`config.mk`:
```
export PLATFORM = sky130hd
export DESIGN_NAME = clause_loader
export DESIGN_NICKNAME = d
export VERILOG_FILES = /design/src/rtl/clause_loader.sv
export SDC_FILE = /design/constraint.sdc
export NUM_CORES = 1
export LEC_CHECK = 0
export BUFFER_PORTS_ARGS = -buffer_cell sky130_fd_sc_hd__buf_2
export CORE_ASPECT_RATIO = 0.75
export CORE_MARGIN = 1.5
export CORE_UTILIZATION = 45
export DETAILED_ROUTE_END_ITERATION = 12
export HOLD_SLACK_MARGIN = 0.06
export PLACE_DENSITY = 0.68
export SYNTH_ARGS = -nofsm -noshare
export SYNTH_HDL_FRONTEND = slang
export SYNTH_SLANG_ARGS = --single-unit
export TNS_END_PERCENT = 20
```
`constraint.sdc`:
```
create_clock -name clk -period 8.1 [get_ports clk]
set_clock_uncertainty 0.2 [all_clocks]
set_input_delay 1.215 -clock clk [delete_from_list [all_inputs] [get_ports clk]]
set_output_delay 1.215 -clock clk [all_outputs]
set_load 0.01 [all_outputs]
```
`src/rtl/clause_loader.sv`:
```
// Clause loader: packs a literal stream into 2-bit-per-variable clause rows and strobes them out one row at a time.
// Optional macro CLAUSE_LOADER_CLEAR_EN: on an early load end, zero-fill the remaining rows before finishing.
module clause_loader #(
  parameter int NUM_VARS    = 8,
  parameter int NUM_CLAUSES = 8,
  parameter int WIDTH_C_LEN = 4,
  parameter int WIDTH_VAR   = 3
) (
  input  logic                     clk,
  input  logic                     rst,
  input  logic                     start_i,
  input  logic                     lit_valid_i,
  output logic                     lit_ready_o,
  input  logic [WIDTH_VAR-1:0]     lit_var_i,
  input  logic                     lit_neg_i,
  input  logic                     lit_last_i,
  input  logic                     load_end_i,
  output logic [NUM_CLAUSES-1:0]   wr_o,
  output logic [2*NUM_VARS-1:0]    clause_o,
  output logic [WIDTH_C_LEN-1:0]   clause_len_o,
  output logic                     busy_o,
  output logic                     done_o,
  output logic                     full_o
);

  localparam int SW = $clog2(NUM_CLAUSES + 1);

  typedef enum logic [2:0] {
    IDLE,
    COLLECT,
    WRITE,
`ifdef CLAUSE_LOADER_CLEAR_EN
    CLEAR,
`endif
    DONE
  } state_t;

  state_t                  state_q, state_d;
  logic [SW-1:0]           slot_q;
  logic [2*NUM_VARS-1:0]   buf_q;
  logic [WIDTH_C_LEN-1:0]  len_q;
  logic                    taut_q;
  logic                    full_q;

  logic                    accept;
  logic                    early_end;
  logic                    slot_wrap;
  logic [1:0]              lit_code;
  logic [1:0]              cur_pair;
  logic [NUM_CLAUSES-1:0]  one_hot;

  always_comb begin
    lit_code  = lit_neg_i ? 2'b01 : 2'b10;
    cur_pair  = buf_q[2*int'(lit_var_i) +: 2];
    accept    = (state_q == COLLECT) && lit_valid_i;
    // len of zero means nothing accepted yet; an arriving literal wins over load_end_i
    early_end = (state_q == COLLECT) && !accept && load_end_i && (len_q == '0);
    slot_wrap = (slot_q + SW'(1)) == SW'(NUM_CLAUSES);
    one_hot   = NUM_CLAUSES'(1) << slot_q;
  end

  always_comb begin
    state_d      = state_q;
    lit_ready_o  = 1'b0;
    wr_o         = '0;
    clause_o     = '0;
    clause_len_o = '0;
    busy_o       = (state_q != IDLE);
    done_o       = 1'b0;
    full_o       = full_q;
    case (state_q)
      IDLE: begin
        if (start_i) state_d = COLLECT;
      end
      COLLECT: begin
        lit_ready_o = 1'b1;
        if (accept && lit_last_i) begin
          state_d = WRITE;
        end else if (early_end) begin
`ifdef CLAUSE_LOADER_CLEAR_EN
          state_d = CLEAR;
`else
          state_d = DONE;
`endif
        end
      end
      WRITE: begin
        wr_o = one_hot;
        if (!taut_q) begin
          clause_o     = buf_q;
          clause_len_o = len_q;
        end
        state_d = slot_wrap ? DONE : COLLECT;
      end
`ifdef CLAUSE_LOADER_CLEAR_EN
      CLEAR: begin
        wr_o = one_hot;
        if (slot_q == SW'(NUM_CLAUSES - 1)) state_d = DONE;
      end
`endif
      DONE: begin
        done_o  = 1'b1;
        state_d = IDLE;
      end
      default: state_d = IDLE;
    endcase
  end

  always_ff @(posedge clk) begin
    if (rst) begin
      state_q <= IDLE;
      slot_q  <= '0;
      buf_q   <= '0;
      len_q   <= '0;
      taut_q  <= 1'b0;
      full_q  <= 1'b0;
    end else begin
      state_q <= state_d;
      case (state_q)
        IDLE: begin
          if (start_i) begin
            slot_q <= '0;
            buf_q  <= '0;
            len_q  <= '0;
            taut_q <= 1'b0;
            full_q <= 1'b0;
          end
        end
        COLLECT: begin
          if (accept) begin
            if (cur_pair == 2'b00) begin
              buf_q[2*int'(lit_var_i) +: 2] <= lit_code;
              len_q <= len_q + WIDTH_C_LEN'(1);
            end else if (cur_pair != lit_code) begin
              taut_q <= 1'b1;
            end
          end
        end
        WRITE: begin
          slot_q <= slot_q + SW'(1);
          if (slot_wrap) begin
            full_q <= 1'b1;
          end else begin
            buf_q  <= '0;
            len_q  <= '0;
            taut_q <= 1'b0;
          end
        end
`ifdef CLAUSE_LOADER_CLEAR_EN
        CLEAR: slot_q <= slot_q + SW'(1);
`endif
        default: ;
      endcase
    end
  end

endmodule

```
==> results of run 1 <==
-- stage by stage --
stage	hold WS (ns)	setup slack, ns	std cells	cell area [um2]
final	0.299	4.34	320	2200
after global placement	0.269	4.44	316	2130
after detailed placement	0.277	4.36	316	2130
after global routing	0.311	4.12	320	2200
after CTS	0.299	4.35	320	2200
after floorplan	0.247	4.63	234	1920
-- critical path, stage by stage, from the launching register on --
cell     delay (ns)
dfxtp_1        0.62
nand2_1        0.39
nor2_1         0.69
and2_1         0.22
buf_2          0.13
-- cell families (layout without fill, tap and decap cells) --
| group | count (synthesis) | in the layout | synth area share [%] |
|---|---|---|---|
| flops | 28 | 28 | 29.2 |
| fa+ha+maj | 12 | 12 | 7.82 |
| simple gates | 103 | 103 | 29.0 |
| xor+xnor | 1 | 1 | 0.456 |
| mux | 7 | 7 | 7.62 |
| compound gates | 51 | 51 | 19.1 |
| buf+inv | 32 | 63 | 6.84 |
-- cells in the mapped netlist, types with 2 or more instances --
library cell  count  area share (%)
ha_1             12             7.8
or2_2             2            0.65
a41o_1            2             1.0
nor4_1            2            0.65
a31oi_1           4             1.3
a22o_1            2            0.91
or3_1             2            0.65
mux2i_4           2             2.3
nor2b_1           4             1.3
nor2_1           15             2.9
o22ai_1           4             1.3
a21oi_1           7             1.8
dfxtp_1          28              29
o41ai_1           4             1.8
and3_1            2            0.65
nor3_1           21             5.5
a32o_1            6             3.1
nor3b_1           3             1.2
nand2_1          19             3.7
nand3_1           6             1.6
inv_1            17             3.3
nand4_1           2            0.65
a22oi_1           3             1.2
mux4_2            4             4.7
o31ai_1           3             1.2
clkbuf_1         12             2.3
o21ai_0           3            0.78
and4b_1           2             1.0
and2_1           16             5.2
o21ai_1           6             1.6
-- state kept, by name, summed over array words and instances, names as in the netlist --
| register | flops |
|---|---|
| slot_q | 4 |
| taut_q | 1 |
| full_o | 1 |
| state_q | 2 |
| buf_q | 16 |
| len_q | 4 |
-- layer usage --
metal,share of wire [%],GRT usage [%],up-vias,routed length [um]
met4,0.61,4.34,0,31
met2,40,32.2,72,2020
met1,52,35.9,856,2650
met3,7.2,4.00,6,363
met5,0,0,-,0
li1,-,-,916,-
-- power breakdown --
part / internal (W) / switching [W]
sequential: 0.000139 / 0.00000354
combinational: 0.0000162 / 0.0000322
clock: 0.0000663 / 0.0000461
total: 0.000222 / 0.0000819
-- how the worst min path moves through the flow --
stage / from / slack [ns] / end
after detailed placement: full_o / 0.28 / full_o
after CTS: buf_q[4] / 0.30 / buf_q[4]
final: buf_q[4] / 0.30 / buf_q[4]
after floorplan: buf_q[13] / 0.25 / buf_q[13]
after global placement: full_o / 0.27 / full_o
after global routing: buf_q[4] / 0.31 / buf_q[4]
-- final cells by class --
cell class | instances | area share (%)
Multi-Input combinational cell | 174 | 55.8
Sequential cell | 28 | 25.5
Timing Repair Buffer | 41 | 9.32
Tap cell | 55 | 3.13
Inverter | 18 | 3.07
Clock buffer | 3 | 1.88
Clock inverter | 1 | 1.36
==> flow_metrics.py, run 1 <==
metrics = {
    "cells_and_area": {
        "diodes": 0,
        "ff_latch_area_um2": 561,
        "multiInputGateArea_um2": 1230,
        "finalNetCount": 288,
        "fill_cells": 406,
        "layout_common_cells": "41 x buf_2, 28 x dfxtp_1, 21 x nor3_1, 19 x nand2_1, 17 x inv_1",
        "drive_above_1_share_pct": 21.5,
        "layout-area-overhead-vs-synth_pct": 14.7,
        "utilization_pct": 54.0,
        "layout_commonest_cell": "buf_2",
    },
    "clocking": {
        "cts_buffers": 3,
        "clk_latency_ns": 0.28,
        "cts_max_level": 1,
        "clock-root-buffer": "clkbuf_8",
        "postCtsSetupBuffers": 0,
        "cts_resized": 0,
        "clk_pin_slew_ns": 0.10,
        "clock_path_buffers": 2,
        "cts_tree": "built",
        "holdBufCountCts": 0,
        "cts_sinks": 28,
    },
    "drt": {
        "firstDrtPassIters": 4,
        "via_count": 1850,
        "wl_per_cell_um": 15.8,
        "routed_wl_um": 5070,
        "drc": 0,
        "final_antenna_net_count": 0,
        "drtIter0Drc": 204,
        "vias_per_cell": 5.78,
    },
    "min_path": {
        "min_path_type": "flip-flop to flip-flop",
        "min_path_cells": 2,
    },
    "sta": {
        "worst_pin_slew_ns": 0.760,
        "hold_viol": 0,
        "report.final.slew_viol_count": 0,
        "grt_setup_unrepaired": "false",
        "post-route-period-util_pct": 46.5,
        "fmax_ghz": 0.266,
        "min_period_ns": 3.76,
        "finalSetupViolCount": 0,
        "relSlewSlack_pct": 49.2,
        "tns_ns": 0,
    },
    "worst_setup_path": {
        "crit_end": "clause_o[11]",
        "r2r_cells": 7,
        "crit_required_ns": 6.68,
        "crit_arrival_ns": 2.35,
        "rrSetupSlack_ns": 5.33,
        "path_max_fanout": 15,
        "crit_path_start": "state_q[1]",
        "end_kind": "output pin",
        "r2r-start": "slot_q[2]",
        "rr_endpoint": "buf_q[12]",
        "cp-start-kind": "flip-flop",
        "path_class": "flip-flop to output pin",
    },
    "floorplanning": {
        "dieArea_um2": 4670,
        "die_y_um": 59.6,
        "start_util_pct": 47.1,
        "core-area_um2": 4080,
        "num_io_pins": 42,
        "rows": 20,
        "die_w_um": 78.4,
    },
    "grt": {
        "grt_pass1_wl_um": 8180,
        "grt_usage_pct": 22.8,
        "grt_pass1_vias": 1593,
        "grt_max_degree": 19,
        "antenna_found_initial": 0,
        "grt_overflow": 0,
    },
    "yosys": {
        "ys.warnings.count": 0,
        "synth_area_um2": 1920,
        "async_flop_share_pct": 0,
        "synth-edff-count": 0,
        "synth_seq_cells": 28,
        "syn_avg_cell_area_um2": 8.21,
        "seq_area_frac_synth_pct": 29.2,
        "ys.flop_type": "dfxtp_1",
        "ys_types": 49,
        "syn_inst": 234,
        "syn_nets": 256,
    },
    "run_status": {
        "status": "completed",
    },
    "placement": {
        "place.gp.congestion": 0.922,
        "portBuffers": 41,
        "dpl.hpwl_um": 3920,
    },
    "flow_run": {
        "maxCapViolations": 0,
    },
    "pwr": {
        "power.density_nw_per_um2": 138,
        "p_leak_nw": 0.960,
        "power.total_w": 0.000304,
        "irDropWorstVdd_v": 0.0000718,
    },
}
No activity file was read; power rests on OpenSTA's default activity.
==> run 2, diff against run 1 <==
ABC_AREA = 1   (was unset)
clock period = 3.6 ns   (was 8.1 ns; I/O delays follow)
==> run 2 against run 1 <==
Sequential cell count is the same. Total power increased by 130%. Sequential power rose by 130%. Die area rose by 4.9%. Critical path type is now flip-flop to flip-flop. Hold slack got worse by 0.035 ns. Via count grew 12%. First-iteration DRC count fell by 18%. Clock power is 78% higher.
==> flow_metrics.py, run 2 <==
metrics = {
    "clocking": {
        "postCtsSetupBuffers": 0,
        "clock-root-buffer": "clkbuf_8",
        "cts_sinks": 28,
        "clk_pin_slew_ns": 0.10,
        "cts_tree": "built",
        "holdBufCountCts": 0,
        "clk_latency_ns": 0.28,
        "cts_max_level": 1,
        "cts_buffers": 3,
        "clock_path_buffers": 2,
        "cts_resized": 0,
    },
    "floorplanning": {
        "die_w_um": 80.4,
        "rows": 20,
        "die_y_um": 61.0,
        "num_io_pins": 42,
        "dieArea_um2": 4900,
        "start_util_pct": 48.3,
        "core-area_um2": 4180,
    },
    "cells_and_area": {
        "largest_reg_flops": 16,
        "ff_latch_area_um2": 561,
        "layout-area-overhead-vs-synth_pct": 12.9,
        "layout_commonest_cell": "nand2_1",
        "reg_top3": "buf_q (16), len_q (4), slot_q (4)",
        "finalInstanceArea_um2": 2280,
        "diodes": 0,
        "drive_above_1_share_pct": 16.6,
        "regMostFlops": "buf_q",
        "multiInputGateArea_um2": 1200,
        "layout_common_cells": "80 x nand2_1, 47 x inv_1, 47 x nor2_1, 41 x buf_2",
        "finalNetCount": 385,
        "fill_cells": 429,
    },
    "worst_setup_path": {
        "r2r-start": "slot_q[0]",
        "crit_slowest_cell": "dfxtp_1",
        "path_class": "flip-flop to flip-flop",
        "crit_required_ns": 3.58,
        "crit_arrival_ns": 2.52,
        "crit_chain": "ha_1 > ha_1 > nand2_1 > inv_1 > nand3_1 > nand2_2 > nor2_4 > nand2_1 > inv_1 > nand2_1 > nand2_1 > nor2_1",
        "rrSetupSlack_ns": 1.06,
        "r2r_cells": 12,
        "crit_end": "len_q[1]",
        "critPathMostFrequentCell": "nand2_1",
        "max_stage_delay_ns": 0.48,
        "path_max_fanout": 25,
        "rr_endpoint": "len_q[1]",
        "end_kind": "flip-flop",
        "cp-start-kind": "flip-flop",
        "crit_path_start": "slot_q[0]",
    },
    "pwr": {
        "irDropWorstVdd_v": 0.000148,
        "power.density_nw_per_um2": 311,
        "p_leak_nw": 1.11,
    },
    "yosys": {
        "synth_top_area_share_pct": 27.8,
        "syn_inst": 328,
        "ys.flop_type": "dfxtp_1",
        "ys.warnings.count": 0,
        "synth-edff-count": 0,
        "syn_avg_cell_area_um2": 6.16,
        "synth_most_common_cell": "nand2_1",
        "synth_seq_cells": 28,
        "seq_area_frac_synth_pct": 27.8,
        "synth_area_um2": 2020,
        "synthTopCellsByCount": "80 x nand2_1, 47 x inv_1, 47 x nor2_1",
        "async_flop_share_pct": 0,
        "synth_area_leader_cell": "dfxtp_1",
        "ys_top_cells_by_area": "dfxtp_1 28%, nand2_1 15%, inv_1 8.7%",
        "ys_types": 26,
        "syn_nets": 350,
    },
    "sta": {
        "worst_pin_slew_ns": 0.648,
        "relSlewSlack_pct": 56.7,
        "timing.hold.ws_ns": 0.265,
        "post-route-period-util_pct": 70.5,
        "grt_setup_unrepaired": "false",
        "report.final.slew_viol_count": 0,
        "min_period_ns": 2.54,
        "finalSetupViolCount": 0,
        "tns_ns": 0,
        "fmax_ghz": 0.394,
        "hold_viol": 0,
    },
    "placement": {
        "dpl_cell_area_um2": 2220,
        "dpl.hpwl_um": 3730,
        "portBuffers": 41,
        "place.gp.congestion": 0.870,
    },
    "drt": {
        "via_count": 2065,
        "routed_wl_um": 4900,
        "drc": 0,
        "drtIter0Drc": 168,
        "final_antenna_net_count": 0,
        "vias_per_cell": 4.95,
        "firstDrtPassIters": 4,
        "wl_per_cell_um": 11.7,
    },
    "min_path": {
        "min_path_cells": 2,
        "min_path_type": "flip-flop to flip-flop",
    },
    "grt": {
        "grt_pass1_vias": 1682,
        "antenna_found_initial": 0,
        "grt_pass1_wl_um": 7860,
        "grt_max_degree": 26,
        "grt_overflow": 0,
        "grt_usage_pct": 20.9,
    },
    "run_status": {
        "status": "completed",
    },
    "flow_run": {
        "maxCapViolations": 0,
    },
}
-- run 2: layout make-up --
type	count	share of cell area, %
multi-input combinational	238	52.6
timing repair buffer	41	9.00
clock buffer	4	2.41
tap	55	3.02
inverter	51	8.40
sequential	28	24.6
-- run 2: cells by family (layout without fill, tap and decap cells) --
family / after synthesis / after routing / share of synthesized area [%]
adders and majority gates: 12 / 12 / 7.43
and+or+nand+nor: 192 / 192 / 42.7
xor gates and xnor gates: 2 / 2 / 0.868
AOI/OAI and AO/OA: 32 / 32 / 8.36
buffers and inverters: 62 / 96 / 12.9
DFF: 28 / 28 / 27.8
-- run 2: worst min-delay path by stage --
stage	end	startpoint	slack, ns
final	buf_q[15]	buf_q[15]	0.26
after global routing	buf_q[15]	buf_q[15]	0.29
after CTS	full_o	full_o	0.27
after detailed placement	full_o	full_o	0.25
after global placement	buf_q[15]	buf_q[15]	0.25
after floorplan	buf_q[10]	buf_q[10]	0.24
-- run 2: where the power goes --
group	total, W	switching (W)	internal [W]	leakage [nW]
sequential	0.000331	0.00000924	0.000321	0.227
clock	0.000199	0.000101	0.0000981	0.0288
combinational	0.000180	0.000127	0.0000528	0.850
-- run 2: critical path, delay by kind of cell, from the launching register on --
kind          cells  cell delay, ns
fa+ha+maj         2            0.46
simple gates      8            1.13
flops             1            0.48
buf+inv           2            0.18
-- run 2: through the flow --
stage / std cells / total power [W] / setup WS (ns) / utilization, %
2_1_floorplan: 328 / 0.000484 / 1.41 / -
3_3_place_gp: 413 / 0.000515 / 1.09 / 53.2
3_5_place_dp: 413 / 0.000516 / 1.04 / 53.2
4_1_cts: 417 / 0.000714 / 1.07 / 54.6
5_1_grt: 417 / 0.000750 / 0.822 / 54.6
6_report: 417 / 0.000709 / 1.06 / 54.6
-- run 2: layer usage --
layer | track usage, % | share of wire, %
met1 | 33.2 | 53
met2 | 29.5 | 39
met3 | 3.70 | 7.0
met4 | 3.69 | 0.49
met5 | 0 | 0
==> run 3, diff against run 2 <==
PLACE_DENSITY = 0.7   (was 0.68)
clock period = 2.2 ns   (was 3.6 ns; I/O delays follow)
==> run 3 against run 2 <==
Core utilization rose by 3.4 points. Largest cell class unchanged. Sequential power rose by 63%. Critical path type is now flip-flop to output pin. Combinational power rose by 92%.
==> flow_metrics.py, run 3 (synthesis gave the netlist of run 2 again) <==
metrics = {
    "worst_setup_path": {
        "end_kind": "output pin",
        "crit_arrival_ns": 1.58,
        "rrSetupSlack_ns": 0.15,
        "path_max_fanout": 13,
        "r2r-start": "slot_q[0]",
        "r2r_cells": 12,
        "path_class": "flip-flop to output pin",
        "rr_endpoint": "buf_q[4]",
        "crit_required_ns": 1.67,
        "cp-start-kind": "flip-flop",
    },
    "drt": {
        "firstDrtPassIters": 5,
        "wl_per_cell_um": 11.7,
        "drtIter0Drc": 194,
        "vias_per_cell": 4.99,
        "routed_wl_um": 5040,
        "via_count": 2150,
        "drc": 0,
        "final_antenna_net_count": 0,
    },
    "floorplanning": {
        "core-area_um2": 4180,
        "die_w_um": 80.4,
        "rows": 20,
        "num_io_pins": 42,
        "start_util_pct": 48.3,
        "dieArea_um2": 4900,
        "die_y_um": 61.0,
    },
    "sta": {
        "relSlewSlack_pct": 76.5,
        "hold_viol": 0,
        "worst_pin_slew_ns": 0.352,
        "finalSetupViolCount": 0,
        "report.final.slew_viol_count": 0,
        "finalWorstSetupSlack_ns": 0.0908,
        "min_period_ns": 2.11,
        "fmax_ghz": 0.474,
        "post-route-period-util_pct": 95.9,
    },
    "cells_and_area": {
        "largest_reg_flops": 16,
        "layout_commonest_cell": "nand2_1",
        "utilization_pct": 58.0,
        "reg_top3": "buf_q (16), len_q (4), slot_q (4)",
        "fill_cells": 421,
        "layout-area-overhead-vs-synth_pct": 20.0,
        "diodes": 0,
        "finalNetCount": 399,
        "fin_cells": 431,
        "regMostFlops": "buf_q",
        "drive_above_1_share_pct": 20.2,
        "layout_common_cells": "79 x nand2_1, 47 x inv_1, 47 x nor2_1, 41 x buf_2, 28 x dfxtp_1",
    },
    "clocking": {
        "cts_max_level": 1,
        "cts_buffers": 3,
        "clock_path_buffers": 2,
        "cts_tree": "built",
        "clk_pin_slew_ns": 0.10,
        "clk_latency_ns": 0.28,
        "clock-root-buffer": "clkbuf_8",
        "cts_sinks": 28,
    },
    "pwr": {
        "p_leak_nw": 1.18,
        "power.density_nw_per_um2": 502,
        "irDropWorstVdd_v": 0.000315,
    },
    "min_path": {
        "min_path_type": "input pin to flip-flop",
        "worstHoldEndpoint": "state_q[0]",
        "min_path_cells": 3,
        "worstHoldStart": "start_i",
    },
    "placement": {
        "dp.cells": 426,
        "place.gp.congestion": 0.907,
        "portBuffers": 41,
        "dpl.hpwl_um": 3900,
        "post-place-ws_ns": 0.0826,
    },
    "grt": {
        "grt_overflow": 0,
        "grt_usage_pct": 20.8,
        "grt_max_degree": 21,
        "grt_pass1_wl_um": 7890,
        "antenna_found_initial": 0,
        "grt_pass1_vias": 1690,
    },
    "flow_run": {
        "maxCapViolations": 0,
    },
    "run_status": {
        "status": "completed",
    },
}
run 3: layout make-up:
cell class | instances | area, um2 | share of cell area [%]
Clock buffer | 4 | 55.1 | 2.27
Inverter | 51 | 191 | 7.90
Multi-Input combinational cell | 238 | 1210 | 50.0
Sequential cell | 28 | 561 | 23.1
Tap cell | 55 | 68.8 | 2.84
Timing Repair Buffer | 55 | 335 | 13.8
run 3: worst max path at each step:
stage / startpoint / to / slack [ns] / depth (start not counted)
after floorplan: lit_var_i[0] / buf_q[1] / 0.22 / 9
after global placement: lit_var_i[1] / buf_q[12] / 0.13 / 10
after detailed placement: lit_var_i[1] / buf_q[13] / 0.08 / 10
after CTS: state_q[1] / clause_o[1] / 0.05 / 6
after global routing: state_q[1] / clause_o[7] / -0.001 / 6
final: state_q[1] / clause_o[1] / 0.09 / 6
run 3: metal layers:
layer  global-route usage [%]  vias to the layer above  wire length [um]
met2                     31.3                       66              1990
met5                        0                        -                 0
met1                     32.0                      941              2730
li1                         -                     1141                 -
met3                     3.11                        2               297
met4                     2.96                        0                19
run 3: through the flow:
step	hold WS, ns	setup TNS [ns]	instance area, um2	total power [W]
floorplan	0.239	0	2020	0.000791
global placement	0.249	0	2330	0.000875
detailed placement	0.254	0	2330	0.000878
CTS	0.108	0	2390	0.00121
global route	0.125	-0.00103	2420	0.00128
finish	0.117	0	2420	0.00122
run 3: report_power, final:
part	internal [W]	leakage, nW	switching (W)
registers	0.000526	0.227	0.0000142
logic	0.000126	0.928	0.000221
clock network	0.000160	0.0288	0.000169
total	0.000812	1.18	0.000404
run 3: critical path, cell delays in order (launching register included):
cell	delay, ns
dfxtp_1	0.44
inv_1	0.10
nor2_4	0.17
nand2_2	0.15
buf_4	0.21
nor2_1	0.10
buf_2	0.13
run 3: what timing repair did:
action	in CTS	in global routing
endpoints found under the setup margin	13	19
gates resized for setup	1	2
buffers inserted	0	1
hold buffers	0	0
pin swaps	0	1
